[config.mk]
export PLATFORM = sky130hd
export DESIGN_NAME = hex_char_rotator
export DESIGN_NICKNAME = d
export VERILOG_FILES = /design/src/rtl/hex_disp_pkg.sv /design/src/rtl/tick_gen.sv /design/src/rtl/hex_char_rotator.sv
export SDC_FILE = /design/constraint.sdc
export NUM_CORES = 1
export LEC_CHECK = 0
export ABC_AREA = 1
export CAP_MARGIN = 20
export CORE_ASPECT_RATIO = 0.6
export CORE_MARGIN = 3
export CORE_UTILIZATION = 58
export CTS_BUF_LIST = sky130_fd_sc_hd__clkbuf_2
export CTS_CLUSTER_DIAMETER = 60
export CTS_CLUSTER_SIZE = 20
export DETAILED_ROUTE_END_ITERATION = 8
export PLACE_DENSITY = 0.78
export SLEW_MARGIN = 20
export SYNTH_ARGS = -nofsm -noshare
export SYNTH_HDL_FRONTEND = slang
export SYNTH_SLANG_ARGS = --single-unit
[constraint.sdc]
create_clock -name CLOCK_50 -period 2 [get_ports CLOCK_50]
set_input_delay 0.6 -clock CLOCK_50 [delete_from_list [all_inputs] [get_ports CLOCK_50]]
set_output_delay 0.6 -clock CLOCK_50 [all_outputs]
set_load 0.02 [all_outputs]
[src/rtl/hex_disp_pkg.sv]
// Shared constants and types for the HEX character rotator.
package hex_disp_pkg;

    // 2-bit character codes understood by the downstream segment decoder
    localparam logic [1:0] CH_D = 2'b00;
    localparam logic [1:0] CH_E = 2'b01;
    localparam logic [1:0] CH_1 = 2'b10;
    localparam logic [1:0] CH_0 = 2'b11;

    localparam int unsigned CHAR_W = 2;

    typedef enum logic [0:0] {
        ST_STOP = 1'b0,
        ST_RUN  = 1'b1
    } state_t;

endpackage

[src/rtl/tick_gen.sv]
// Prescaler: counts enabled cycles and flags the cycle on which it wraps.
module tick_gen #(
    parameter int unsigned TICK_DIV = 50_000_000
) (
    input  logic CLOCK_50,
    input  logic RESET,
    input  logic i_en,
    input  logic i_clr,
    output logic o_wrap
);

    localparam int unsigned CW = (TICK_DIV > 2) ? $clog2(TICK_DIV) : 1;
    localparam logic [CW-1:0] LAST = CW'(TICK_DIV - 1);

    logic [CW-1:0] r_cnt;
    logic          w_at_last;

    assign w_at_last = (r_cnt == LAST);
    assign o_wrap    = i_en && w_at_last;

    // Count while enabled; hold (not clear) while disabled so a resume finishes the period
    always_ff @(posedge CLOCK_50) begin
        if (RESET) begin
            r_cnt <= '0;
        end else if (i_clr) begin
            r_cnt <= '0;
        end else if (i_en) begin
            r_cnt <= w_at_last ? '0 : r_cnt + 1'b1;
        end
    end

endmodule

[src/rtl/hex_char_rotator.sv]
// Rotating word of 2-bit character codes for the HEX displays, with run/stop,
// single-step, direction and parallel load.
module hex_char_rotator
    import hex_disp_pkg::*;
#(
    parameter int unsigned             TICK_DIV  = 50_000_000,
    parameter int unsigned             NUM_DISP  = 4,
    parameter logic [2*NUM_DISP-1:0]   INIT_WORD = (2*NUM_DISP)'(8'h1B)
) (
    input  logic                       CLOCK_50,
    input  logic                       RESET,
    input  logic                       run,
    input  logic                       dir,
    input  logic                       step,
    input  logic                       load,
    input  logic [2*NUM_DISP-1:0]      load_word,
    output logic [2*NUM_DISP-1:0]      char_out,
    output logic                       tick,
    output logic [2:0]                 shift_cnt
);

    localparam int unsigned W = CHAR_W * NUM_DISP;
    localparam logic [2:0]  SC_LAST = 3'(NUM_DISP - 1);

    state_t        r_state;
    state_t        w_state_nxt;
    logic [W-1:0]  r_char;
    logic [W-1:0]  w_char_nxt;
    logic [2:0]    r_shift;
    logic [2:0]    w_shift_nxt;
    logic          r_tick;
    logic          w_wrap;
    logic          w_rot;

    tick_gen #(
        .TICK_DIV (TICK_DIV)
    ) u_tick_gen (
        .CLOCK_50 (CLOCK_50),
        .RESET    (RESET),
        .i_en     (r_state == ST_RUN),
        .i_clr    (load),
        .o_wrap   (w_wrap)
    );

    // A load swallows any rotation requested on the same edge
    assign w_rot = !load && (w_wrap || ((r_state == ST_STOP) && step));

    // Next-state for FSM, character word and rotation count
    always_comb begin
        w_state_nxt = run ? ST_RUN : ST_STOP;
        w_char_nxt  = r_char;
        w_shift_nxt = r_shift;
        if (load) begin
            w_char_nxt  = load_word;
            w_shift_nxt = '0;
        end else if (w_rot) begin
            if (!dir) begin
                // Left: every code moves one position toward the MSBs
                w_char_nxt  = {r_char[W-CHAR_W-1:0], r_char[W-1:W-CHAR_W]};
                w_shift_nxt = (r_shift == SC_LAST) ? 3'd0 : r_shift + 3'd1;
            end else begin
                w_char_nxt  = {r_char[CHAR_W-1:0], r_char[W-1:CHAR_W]};
                w_shift_nxt = (r_shift == 3'd0) ? SC_LAST : r_shift - 3'd1;
            end
        end
    end

    // State registers; RESET overrides everything
    always_ff @(posedge CLOCK_50) begin
        if (RESET) begin
            r_state <= ST_STOP;
            r_char  <= INIT_WORD;
            r_shift <= '0;
            r_tick  <= 1'b0;
        end else begin
            r_state <= w_state_nxt;
            r_char  <= w_char_nxt;
            r_shift <= w_shift_nxt;
            r_tick  <= w_rot;
        end
    end

    assign char_out  = r_char;
    assign tick      = r_tick;
    assign shift_cnt = r_shift;

endmodule
==> results of run 1 <==
[final cells by class]
class                           count  area [sq um]
Multi-Input combinational cell    232          1197
Fill cell                         273         829.5
Sequential cell                    39         780.7
Timing Repair Buffer               34         314.1
Inverter                           47         176.4
Tap cell                           45         56.30
Clock inverter                      3         43.79
Clock buffer                        5         25.02
[synthesized netlist by cell type, drive strengths merged]
cell type  number
a21oi           8
a31oi           2
buf             3
clkbuf          4
clkinv          1
dfxtp          39
ha              6
inv            46
nand2          77
nand3          31
nand4           6
nor2           55
nor3            6
nor3b           2
o21ai          20
o31ai           1
or2             2
xnor2           3
xor2           13
[worst max-delay path by stage]
stage	from	end	cells after the start
after floorplan	load	shift_cnt[2]	6
after global placement	step	char_out[4]	6
after detailed placement	step	char_out[1]	6
after CTS	char_out[5]	char_out[5]	1
after global routing	u_tick_gen.r_cnt[0]	u_tick_gen.r_cnt[14]	10
final	u_tick_gen.r_cnt[0]	u_tick_gen.r_cnt[23]	10
[metal layers]
metal,routed length (um),GRT usage (%),vias to the layer above,share of wire (%)
li1,-,-,1089,-
met1,2897,42.01,911,56
met2,1846,27.19,88,35
met3,437,6.269,6,8.4
met4,33,5.000,0,0.63
met5,0,0,-,0
[per-stage QoR]
step | utilization [%] | std cells
4_1_cts | 75.33 | 405
3_3_place_gp | 73.65 | 397
3_5_place_dp | 73.65 | 397
6_report | 75.77 | 405
2_1_floorplan | - | 325
5_1_grt | 75.77 | 405
[worst min-delay path: cells and delay by family, from the launching register on]
family / cells / cell delay [ps]
AND/OR/NAND/NOR: 1 / 90
flip-flops: 1 / 370
AO/OA/AOI/OAI: 1 / 40
[cell families (layout without fill, tap and decap cells)]
group / count (synthesis) / in the layout
AO/OA/AOI/OAI: 31 / 31
XOR/XNOR: 16 / 16
adder cells (fa/ha/maj): 6 / 6
buffers and inverters: 54 / 89
flip-flops: 39 / 39
AND/OR/NAND/NOR: 179 / 179
[power groups by stage]
| stage | clock, uW | combinational, uW | sequential [uW] |
|---|---|---|---|
| 2_1_floorplan | 0 | 111 | 853 |
| 3_3_place_gp | 0 | 228 | 834 |
| 3_5_place_dp | 0 | 231 | 834 |
| 4_1_cts | 493 | 221 | 818 |
| 5_1_grt | 533 | 247 | 823 |
| 6_report | 488 | 223 | 818 |
[state kept, by name, summed over array words and instances (netlist names)]
name / cells
u_tick_gen.r_cnt: 26
r_state: 1
shift_cnt: 3
char_out: 8
tick: 1
==> reports/results.env, run 1 <==
ROUTED_WIRELENGTH_UM=5214
CTS_RESIZED=9
ENDPOINT_CLASS_OF_THE_CRITICAL_PATH='flip-flop'
POSTSYNTHREGISTERBITS=39
ANT_NETS=0
RSZ0062_AT_GRT='no'
TIMING.CRITICAL_PATH.FANOUT_MAX=8
INTERNAL-POWER_uW=1106
MIN_DELAY_WORST_ENDPOINT='u_tick_gen.r_cnt[14]'
NUM_ANTENNA_CELLS=0
POST_SYNTH_INST_COUNT=325
CP_TOP_FAMILY='simple AND/OR/NAND/NOR gates'
POST-ROUTE-CELL-AREA_SQ_UM=2594
WORST_HOLD_PATH.NUM_CELLS=2
SYN-MEAN-INSTANCE-AREA_SQ_UM=6.733
SETUP_SLACK_PS=189.3
POST_SYNTH_AND_OR_NAND_NOR_AREA_FRACTION_PCT=37.05
SYNTH_MUX_AREA_SHARE_PCT=0
SYNTH.NET_COUNT=345
AREAGROWTHSYNTHTOFINISH_PCT=18.52
PLACE.GP.CONGESTION=0.9184
ACHIEVABLE-FREQUENCY_MHz=552.3
POWER_DENSITY_OVER_THE_CELLS_nW_PER_UM2=589.6
STATUS='complete, no violations'
WORST-ENDPOINT-ARRIVAL_PS=2140
INITIAL_ANTENNA_VIOLATION_COUNT=0
WORST-SLEW-PIN-TRANSITION_PS=461.0
FINALNETCOUNT=379
SWSHARE_PCT=27.70
CLOCK_POWER_SHARE_PCT=31.9
FINALCRITICALPERIOD_PS=1811
FIRSTDRTPASSITERS=4
CORE.ROWCOUNT=16
NETLIST.AREA_LEADER.SHARE_PCT=35.68
CLOCK_TREE.ROOT_CELL='sky130_fd_sc_hd__clkbuf_2'
IR_WORST_VDD_mV=0.4458
MOSTFREQUENTLAYOUTCELL='sky130_fd_sc_hd__nand2_1'
CELLLEAKAGEPOWER_uW=0.001169
FINAL_MAX_SLEW_VIOL_COUNT=0
SYNTH_TOP_AREA_CELL='sky130_fd_sc_hd__dfxtp_1'
DETAILEDPLACE.WORSTSLACK_PS=102.7
SETUP_VIOL_COUNT_FINAL=0
SEQPWRFRAC_PCT=53.5
FLOORPLAN.INITIALDENSITY_PCT=63.93
POST-CTS-SETUP-BUFFERS=0
CLK_PATH_BUF_DEPTH=2
R2R_SLACK_PS=190
GRT_MAX_DEGREE=17
WORSTPATHREQUIRED_PS=2330
HOLD-WORST-SLACK_PS=520.2
DRT-VIAS-PER-INSTANCE=5.170
TIMING.SETUP.TNS_PS=0
WORST_PATH_LARGEST_CELL_DELAY_PS=450
GRT_USAGE_PCT=24.24
FINAL_MIN_PERIOD_OVER_CLOCK_PERIOD_PCT=90.54
SYNTH_TOP_FAMILY_BY_AREA='simple AND/OR/NAND/NOR gates'
REMAINING_DRC_ERRORS=0
CTS_TREE='done'
DP.FINAL_HPWL_UM=4067
CRITICALPATHCATEGORY='flip-flop to flip-flop'
CRITICAL_PATH.N_BUFFERS_INVERTERS=2
GRT_OVERFLOW=0
CRIT-REG2REG-LAUNCH='u_tick_gen.r_cnt[0]'
POWER_TOTAL_uW=1529
HTREEDEPTH=2
TIMING.MAX_CAP.VIOLATIONS=0
SHARE_COMB_OF_TOTAL_POWER_PCT=14.6
DIE_WIDTH_UM=85.30
SLEW_HEADROOM_PCT=69.03
CLOCK_LATENCY_PS=400
SYNTH_COMPOUND_AREA_SHARE_PCT=7.490
TIMING.CLOCK.SKEW_PS=31.75
FP.DIEH_UM=53.58
SWITCHING_POWER_uW=423.7
YOSYS.CELL_TYPES.COUNT=30
SYN-CELL-AREA_SQ_UM=2188
DRIVE_GT1_SHARE_PCT=10.83
WL_PER_CELL_UM=12.87
WORSTREGTOREGCELLS=10
BUFFER_PORTS.INSERTED=25
SYNTH-SEQ-AREA-SHARE_PCT=35.68
HOLD_VIOL=0
SYNTH_ADDER_AREA_SHARE_PCT=3.431
XOR_XNOR_FRACTION_OF_SYNTH_AREA_PCT=6.404
DETAIL_ROUTE.ITER0.VIOLATIONS=179
MOSTFREQUENTLAYOUTCELLS='74 x sky130_fd_sc_hd__nand2_1, 46 x sky130_fd_sc_hd__nor2_1, 43 x sky130_fd_sc_hd__inv_1'
GRT_FIRST_PASS_WIRELENGTH_UM=8549
SYNTH.AREA.TOP_CELLS='sky130_fd_sc_hd__dfxtp_1 36%, sky130_fd_sc_hd__nand2_1 13%, sky130_fd_sc_hd__nor2_1 7.9%'
COREAREA_SQ_UM=3423
GRT_PASS1_VIAS=1730
HOLD_PATH_STARTPOINT='u_tick_gen.r_cnt[14]'
VIA_COUNT=2094
PATH_CELLS='ha_1, inv_1, nor2_2, nand2_1, nor2_2, nand2_2, o21ai_4, inv_1, o21ai_0, nor2_1'
WORST_PATH_MAX_DELAY_CELL='sky130_fd_sc_hd__dfxtp_1'
IO_PINS=26
HOLD_CLASS='flip-flop to flip-flop'
DIE_AREA_SQ_UM=4570
CTS.CLK_SLEW.WORST_PATHS_PS=220
CTS_SINKS=39
CTS_HOLD_REPAIR.BUFFERS=0
RR_ENDPOINT='u_tick_gen.r_cnt[23]'
PLACEDINSTANCEAREA_SQ_UM=2521
CTS_INSERTED_BUFFERS=5
YOSYSWARNINGS=0
CRITICAL_PATH.STARTPOINT_TYPE='flip-flop'
Note: power is estimated with default switching activity, not from simulation.
==> inputs of run 2 (changes only) <==
CAP_MARGIN = unset   (was 20)
==> results of run 2 <==
No change in the layout: final DEF, timing and power equal those of run 1.
